**src/rtl/seg_display.sv**
```systemverilog
// seg_display -- 8-digit multiplexed 7-segment driver with bus-mapped DATA/CTRL registers.
// Rev 1.0
`default_nettype none

module seg_display #(
  parameter int unsigned CLKRATE = 25000000,
  parameter int unsigned SCANHZ  = 1000,
  parameter int unsigned ADDR    = 411704
) (
  input  logic        clk,
  input  logic        nrst,
  input  logic [31:0] busaddr,
  input  logic        buswe,
  input  logic [31:0] buswdata,
  output logic [31:0] busrdata,
  output logic [7:0]  an,
  output logic [6:0]  seg,
  output logic        dp
);

  localparam int unsigned SCANMAX   = CLKRATE / SCANHZ;
  localparam int          CW        = (SCANMAX > 1) ? $clog2(SCANMAX) : 1;
  localparam logic [CW-1:0] CNT_LAST = CW'(SCANMAX - 1);
  localparam logic [31:0] DATA_ADDR = ADDR;
  localparam logic [31:0] CTRL_ADDR = ADDR + 32'd4;

  typedef enum logic [0:0] {
    SHOW  = 1'b0,
    BLANK = 1'b1
  } state_t;

  state_t        state_q, state_d;
  logic [31:0]   data_q, data_d;
  logic [15:0]   ctrl_q, ctrl_d;
  logic [CW-1:0] cnt_q, cnt_d;
  logic [2:0]    idx_q, idx_d;
  logic [7:0]    an_q, an_d;
  logic [6:0]    seg_q, seg_d;
  logic          dp_q, dp_d;

  logic          tick;
  logic [3:0]    nibble;
  logic [7:0]    dp_mask;

  function automatic logic [6:0] hex7(input logic [3:0] v);
    case (v)
      4'h0: hex7 = 7'h40;
      4'h1: hex7 = 7'h79;
      4'h2: hex7 = 7'h24;
      4'h3: hex7 = 7'h30;
      4'h4: hex7 = 7'h19;
      4'h5: hex7 = 7'h12;
      4'h6: hex7 = 7'h02;
      4'h7: hex7 = 7'h78;
      4'h8: hex7 = 7'h00;
      4'h9: hex7 = 7'h10;
      4'hA: hex7 = 7'h08;
      4'hB: hex7 = 7'h03;
      4'hC: hex7 = 7'h46;
      4'hD: hex7 = 7'h21;
      4'hE: hex7 = 7'h06;
      default: hex7 = 7'h0E;
    endcase
  endfunction

  // Read mux sees register contents before any same-cycle write lands.
  always_comb begin
    busrdata = 32'h0;
    if (busaddr == DATA_ADDR) begin
      busrdata = data_q;
    end else if (busaddr == CTRL_ADDR) begin
      busrdata = {16'h0, ctrl_q};
    end
  end

  always_comb begin
    data_d = data_q;
    ctrl_d = ctrl_q;
    if (buswe && (busaddr == DATA_ADDR)) begin
      data_d = buswdata;
    end
    if (buswe && (busaddr == CTRL_ADDR)) begin
      ctrl_d = buswdata[15:0];
    end

    tick  = (cnt_q == CNT_LAST);
    cnt_d = tick ? '0 : cnt_q + 1'b1;

    state_d = state_q;
    idx_d   = idx_q;
    case (state_q)
      SHOW: begin
        if (tick) begin
          state_d = BLANK;
          idx_d   = idx_q + 3'd1;
        end
      end
      default: state_d = SHOW;
    endcase

    // Outputs follow the current registers, so they trail any register update by one edge.
    nibble  = 4'(data_q >> {idx_q, 2'b00});
    dp_mask = ctrl_q[15:8];
    an_d    = 8'hFF;
    seg_d   = 7'h7F;
    dp_d    = 1'b1;
    if (state_q == SHOW) begin
      an_d[idx_q] = ~ctrl_q[idx_q];
      seg_d       = hex7(nibble);
      dp_d        = ~dp_mask[idx_q];
    end
  end

  always_ff @(posedge clk or negedge nrst) begin
    if (!nrst) begin
      state_q <= SHOW;
      data_q  <= 32'h0;
      ctrl_q  <= 16'h00FF;
      cnt_q   <= '0;
      idx_q   <= 3'd0;
      an_q    <= 8'hFF;
      seg_q   <= 7'h7F;
      dp_q    <= 1'b1;
    end else begin
      state_q <= state_d;
      data_q  <= data_d;
      ctrl_q  <= ctrl_d;
      cnt_q   <= cnt_d;
      idx_q   <= idx_d;
      an_q    <= an_d;
      seg_q   <= seg_d;
      dp_q    <= dp_d;
    end
  end

  assign an  = an_q;
  assign seg = seg_q;
  assign dp  = dp_q;

endmodule

`default_nettype wire
```
**config.mk**
```make
export PLATFORM = sky130hd
export DESIGN_NAME = seg_display
export DESIGN_NICKNAME = d
export VERILOG_FILES = /design/src/rtl/seg_display.sv
export SDC_FILE = /design/constraint.sdc
export NUM_CORES = 1
export LEC_CHECK = 0
export BUFFER_PORTS_ARGS = -buffer_cell sky130_fd_sc_hd__buf_2
export CAP_MARGIN = 20
export CORE_MARGIN = 2
export CORE_UTILIZATION = 55
export CTS_CLUSTER_SIZE = 30
export DETAILED_ROUTE_END_ITERATION = 6
export PLACE_DENSITY = 0.86
export SLEW_MARGIN = 40
export SYNTH_ARGS = -nofsm -noshare
export SYNTH_HDL_FRONTEND = slang
export SYNTH_SLANG_ARGS = --single-unit
```
**constraint.sdc**
```tcl
create_clock -name clk -period 7.3 [get_ports clk]
set_input_delay 1.095 -clock clk [delete_from_list [all_inputs] [get_ports clk]]
set_output_delay 1.095 -clock clk [all_outputs]
set_load 0.01 [all_outputs]
```
# Yosys cells after proc, flatten, opt, wreduce, memory -nomap -nowiden
# Memory sizes are Yosys's and may differ from the RTL's.
# Cells that the tools add are included.
[totals] inputBits=67 romBits=112 regBits=83 n_memories=1 out_inout_bits=48
[classes] eq_ne=3 add_sub_neg=2 reduce_logical=4 shifts=1 bitwise_logic=5 mux=14 n_lt_le_gt_ge=3
[memory_table] memory="(no name shown)" words=16 width=7 read_ports=1 rd_clocked_by_memory_dff=0 wr=0 line="46" rtl="case (v)"
[ops] cell="32-bit by 19-bit == test with 1-bit output (second input constant)" n=2
[ops] cell="32-bit two-way mux" n=1
[ops] cell="32-bit by 5-bit right shift with 4-bit output" n=1
[ops] cell="16-bit two-way mux" n=1
[ops] cell="15-bit by 1-bit adder with 15-bit output (second input constant)" n=1
[ops] cell="15-bit == test (second input constant)" n=1
[ops] cell="15-bit two-way mux" n=1
[ops] cell="8-bit two-way mux" n=1
[ops] cell="8-bit inverter" n=1
[ops] cell="8-bit OR" n=1
[ops] cell="7-bit two-way mux" n=1
[ops] cell="1-bit binary-select mux with 3-bit select" n=2
[ops] cell="1-bit two-way mux" n=6
[ops] cell="3-bit by 5-bit less-than comparator with 1-bit output (second input constant)" n=1
[ops] cell="3-bit by 4-bit less-than comparator with 1-bit output (second input constant)" n=1
[ops] cell="3-bit by 1-bit adder with 3-bit output (second input constant)" n=1
[ops] cell="1-bit demux with 3-bit select" n=1
[ops] cell="3-bit by 1-bit greater-or-equal comparator with 1-bit output (second input constant)" n=1
[ops] cell="1-bit logical AND" n=3
[ops] cell="1-bit inverter" n=3
[ops] cell="2-bit AND reduction" n=1

# Logic depth before layout (Yosys ltp)
[logic_depth] ltp_word=7 ltp_mapped=10 mapped_depth_nobuf=8

# Least setup slack after synthesis
# OpenSTA, ideal clock, no wires.
[synth_timing] path_kind="input -> output" from="input busaddr[13]" to="output busrdata[10]" path_slack_ps=3902 arrival_time_ps=2303 path_stages=6 path_cell_list="nor4b_1 -> nand4_1 -> or2_1 -> buf_2 -> buf_1 -> nor2_1"
[synth_between] elab_chain_cells=3 word_cells_on_any_way=4
[synth_lines] element="from (decl)" line="12" rtl="input logic [31:0] busaddr,"
[synth_lines] element="32-bit by 19-bit == test with 1-bit output" line="71" rtl="end else if (busaddr == CTRL_ADDR) begin"
[synth_lines] element="16-bit two-way mux" line="71"
[synth_lines] element="32-bit two-way mux *" line="69" rtl="if (busaddr == DATA_ADDR) begin"
[synth_lines] element="to (decl)" line="15" rtl="output logic [31:0] busrdata,"
# Mark *: on every way between the ends. The rest lies on a longest branch, timed or not.

# Final worst setup path
[layout_timing] from="input busaddr[1]" to="output busrdata[16]"
[layout_between] elab_chain_cells=2
[layout_lines] element="32-bit by 19-bit == test with 1-bit output" line="69"
[layout_lines] element="32-bit two-way mux" line="69"
# No other way between the ends.

==> metrics.txt <==
CP Data Arrival Time 2.71 ns; depth of the CTS H-tree 3; status complete, no violations; die footprint between 8000 and 9000 sq um; CP Capture Type output pin; most frequent CP cell buf_2; FP Rows 31; Post-CTS Setup Bufs 0; vias post-DR 3130; Slew @ Worst Pin 0.817 ns; post-route ant nets 0; leak pwr between 2 and 2.5 nW; dpl ws 3.42 ns; fin nets roughly 540; vias per inst between 5 and 6; fmax roughly 260 MHz; drt initial violations 167; worst min path class reg2reg; largest fanout on the critical path 17; post-route setup slack ~3.5 ns; placed cell count 554; initial antenna violation count 0; root buffer cell clkbuf_8; Post-synth EDFFs 0; critical path's slowest cell nor3_2; Synth area leaders dfrtp_1, dfstp_2, mux2_2, mux2i_1, nor2_1; placed cell area around 4800 sq um; Design Area, Final between 5000 and 6000 sq um; CTS clk-pin slew, worst paths ~0.080 ns; Skew-Pair Late Insertion Delay about 0.35 ns; Initial Util 0.576; # port buffers ~110; First-pass DRT Iterations 4; CTS tree done; number of diodes 0; area leader, netlist dfrtp_1; TNS Setup 0 ns; Die Y between 90 and 100 microns; most common cell in the synthesized netlist dfrtp_1; Tcrit/Tclk final 0.521; post-synthesis cell count 360; share of cells above drive strength 1 0.444; Cell variety after synth 47; Commonest cells post-synth dfrtp_1, mux2_2, mux2i_1; fin. max-slew vios 0; # setup viols final 0; Post-CTS Resized 0; mean area per synthesized cell roughly 12 sq um; max_cap viols 0; area grow syn2layout 19.2%; PwrDens 162 nW/um^2; global-route wire length before repair approximately 15000 microns; Reg2Reg Launch Point idx_q[1]; crit path cell chain buf_2 -> nor4b_1 -> nand4_1 -> nor3_2 -> and2_1 -> buf_2; Placer Congestion ~0.8; RSZ-0062 raised after global routing false; Crit Path Class in2out; fin cells 570; Residual DRC 0; Core Area between 7000 and 8000 sq um; clock skew roughly 0.0057 ns; Worst VDD drop roughly 140 uV; synthesized cell area approximately 4200 sq um; relative max-transition margin 0.456; hold path start ctrl_q[7]; top_reg_cell synth dfrtp_1; GRT Total Usage 0.230; Net Count, Synth 435; worst-case clock buffer depth 2; WP buf/inv 2; Startpoint Class input pin; Avg WL per Cell 16.3 microns; Ys Warns 0; area fraction of the dominant cell type after synthesis 0.350; I/O pins about 120; CTS Hold Buffers Added 0; Async SR Flop Fraction 1.00; Seq/Total Area, Yosys 0.499; CTS Sinks 83; Yosys reg bits 83; number of global-route vias before repair ~3000; fill cell count 515; final hold vios 0; grt ovf 0; CP delay by family, top simple AND/OR/NAND/NOR gates; Final Critical Period approximately 3.8 ns; Die Span X ~92 microns; CTS buffer count 9; largest net degree at the start of global routing 84; slowest cell delay on critical path 0.61 ns; required time worst endpoint ~6.2 ns; Routed WL 9280 microns; Worst Setup SP busaddr[1]; hpwl dp 6600 microns
[metrics by stage]
| step | utilization | power [mW] | hold WS, ns |
|---|---|---|---|
| floorplan | - | 0.474 | 0.433 |
| global placement | 0.658 | 0.502 | 0.444 |
| detailed placement | 0.658 | 0.503 | 0.449 |
| CTS | 0.685 | 0.821 | 0.465 |
| global route | 0.686 | 0.847 | 0.485 |
| finish | 0.686 | 0.817 | 0.465 |
[final timing paths]
kind	end	slack, ns	depth (start not counted)
setup / recovery	busrdata[16]	3.50	6
hold / removal	an[7]	0.46	1
hold reg to reg	an[7]	0.46	1
min in group asynchronous	data_q[4]	0.78	1
setup reg to reg	seg[3]	4.24	8
max in group asynchronous	idx_q[0]	6.00	1
[cells by family after synthesis]
| group | after synthesis | share of synthesized area |
|---|---|---|
| XOR/XNOR | 13 | 0.0270 |
| multiplexers | 85 | 0.222 |
| AO/OA/AOI/OAI | 33 | 0.0522 |
| AND/OR/NAND/NOR | 113 | 0.147 |
| buffers and inverters | 25 | 0.0288 |
| adder cells (fa/ha/maj) | 8 | 0.0237 |
| flip-flops | 83 | 0.499 |
[final cells by class]
cell class | instances | area [sq um] | area share
multi-input cells | 252 | 2000 | 0.397
clock buffers | 13 | 179 | 0.0356
well taps | 99 | 124 | 0.0246
repair buffers | 115 | 584 | 0.116
flip-flops and latches | 83 | 2110 | 0.419
inverters | 5 | 18.8 | 0.00373
clock inverters | 3 | 18.8 | 0.00373
[flip-flops by register name (all words and copies together), names as in the netlist]
signal,count
data_q,32
cnt_q,15
an,8
ctrl_q,16
dp,1
idx_q,3
seg,7
state_q,1
[report_power, final]
part	leakage (nW)	internal (mW)	switching, mW
Clock	0.102	0.161	0.162
Combinational	1.29	0.0156	0.0182
Sequential	1.06	0.460	0.00000000213
Total	2.45	0.636	0.180
[layout by cell type (no fill, tap or decap), types with 4 or more instances in the layout]
master and count:
mux2i_1 33, and2_1 18, nor2_1 32, o21ai_0 7, a211o_1 4, clkbuf_8 13
mux2_2 48, dfstp_2 24, nand3_1 17, nor4b_1 7, dfrtp_1 58, xor2_1 5
a21oi_1 5, nor3_1 5, nand2_1 10, ha_1 8, xnor2_1 8, buf_2 113
a31oi_1 5, nor2b_1 6, inv_1 5
[layer usage]
layer	part of all wire	vias up	routed length, microns	global-route usage
li1	-	1491	-	-
met1	0.46	1534	4290	0.322
met2	0.48	94	4460	0.363
met3	0.048	11	442	0.0398
met4	0.0097	0	90	0.0808
met5	0	-	0	0
No activity file was read; power rests on OpenSTA's default activity.
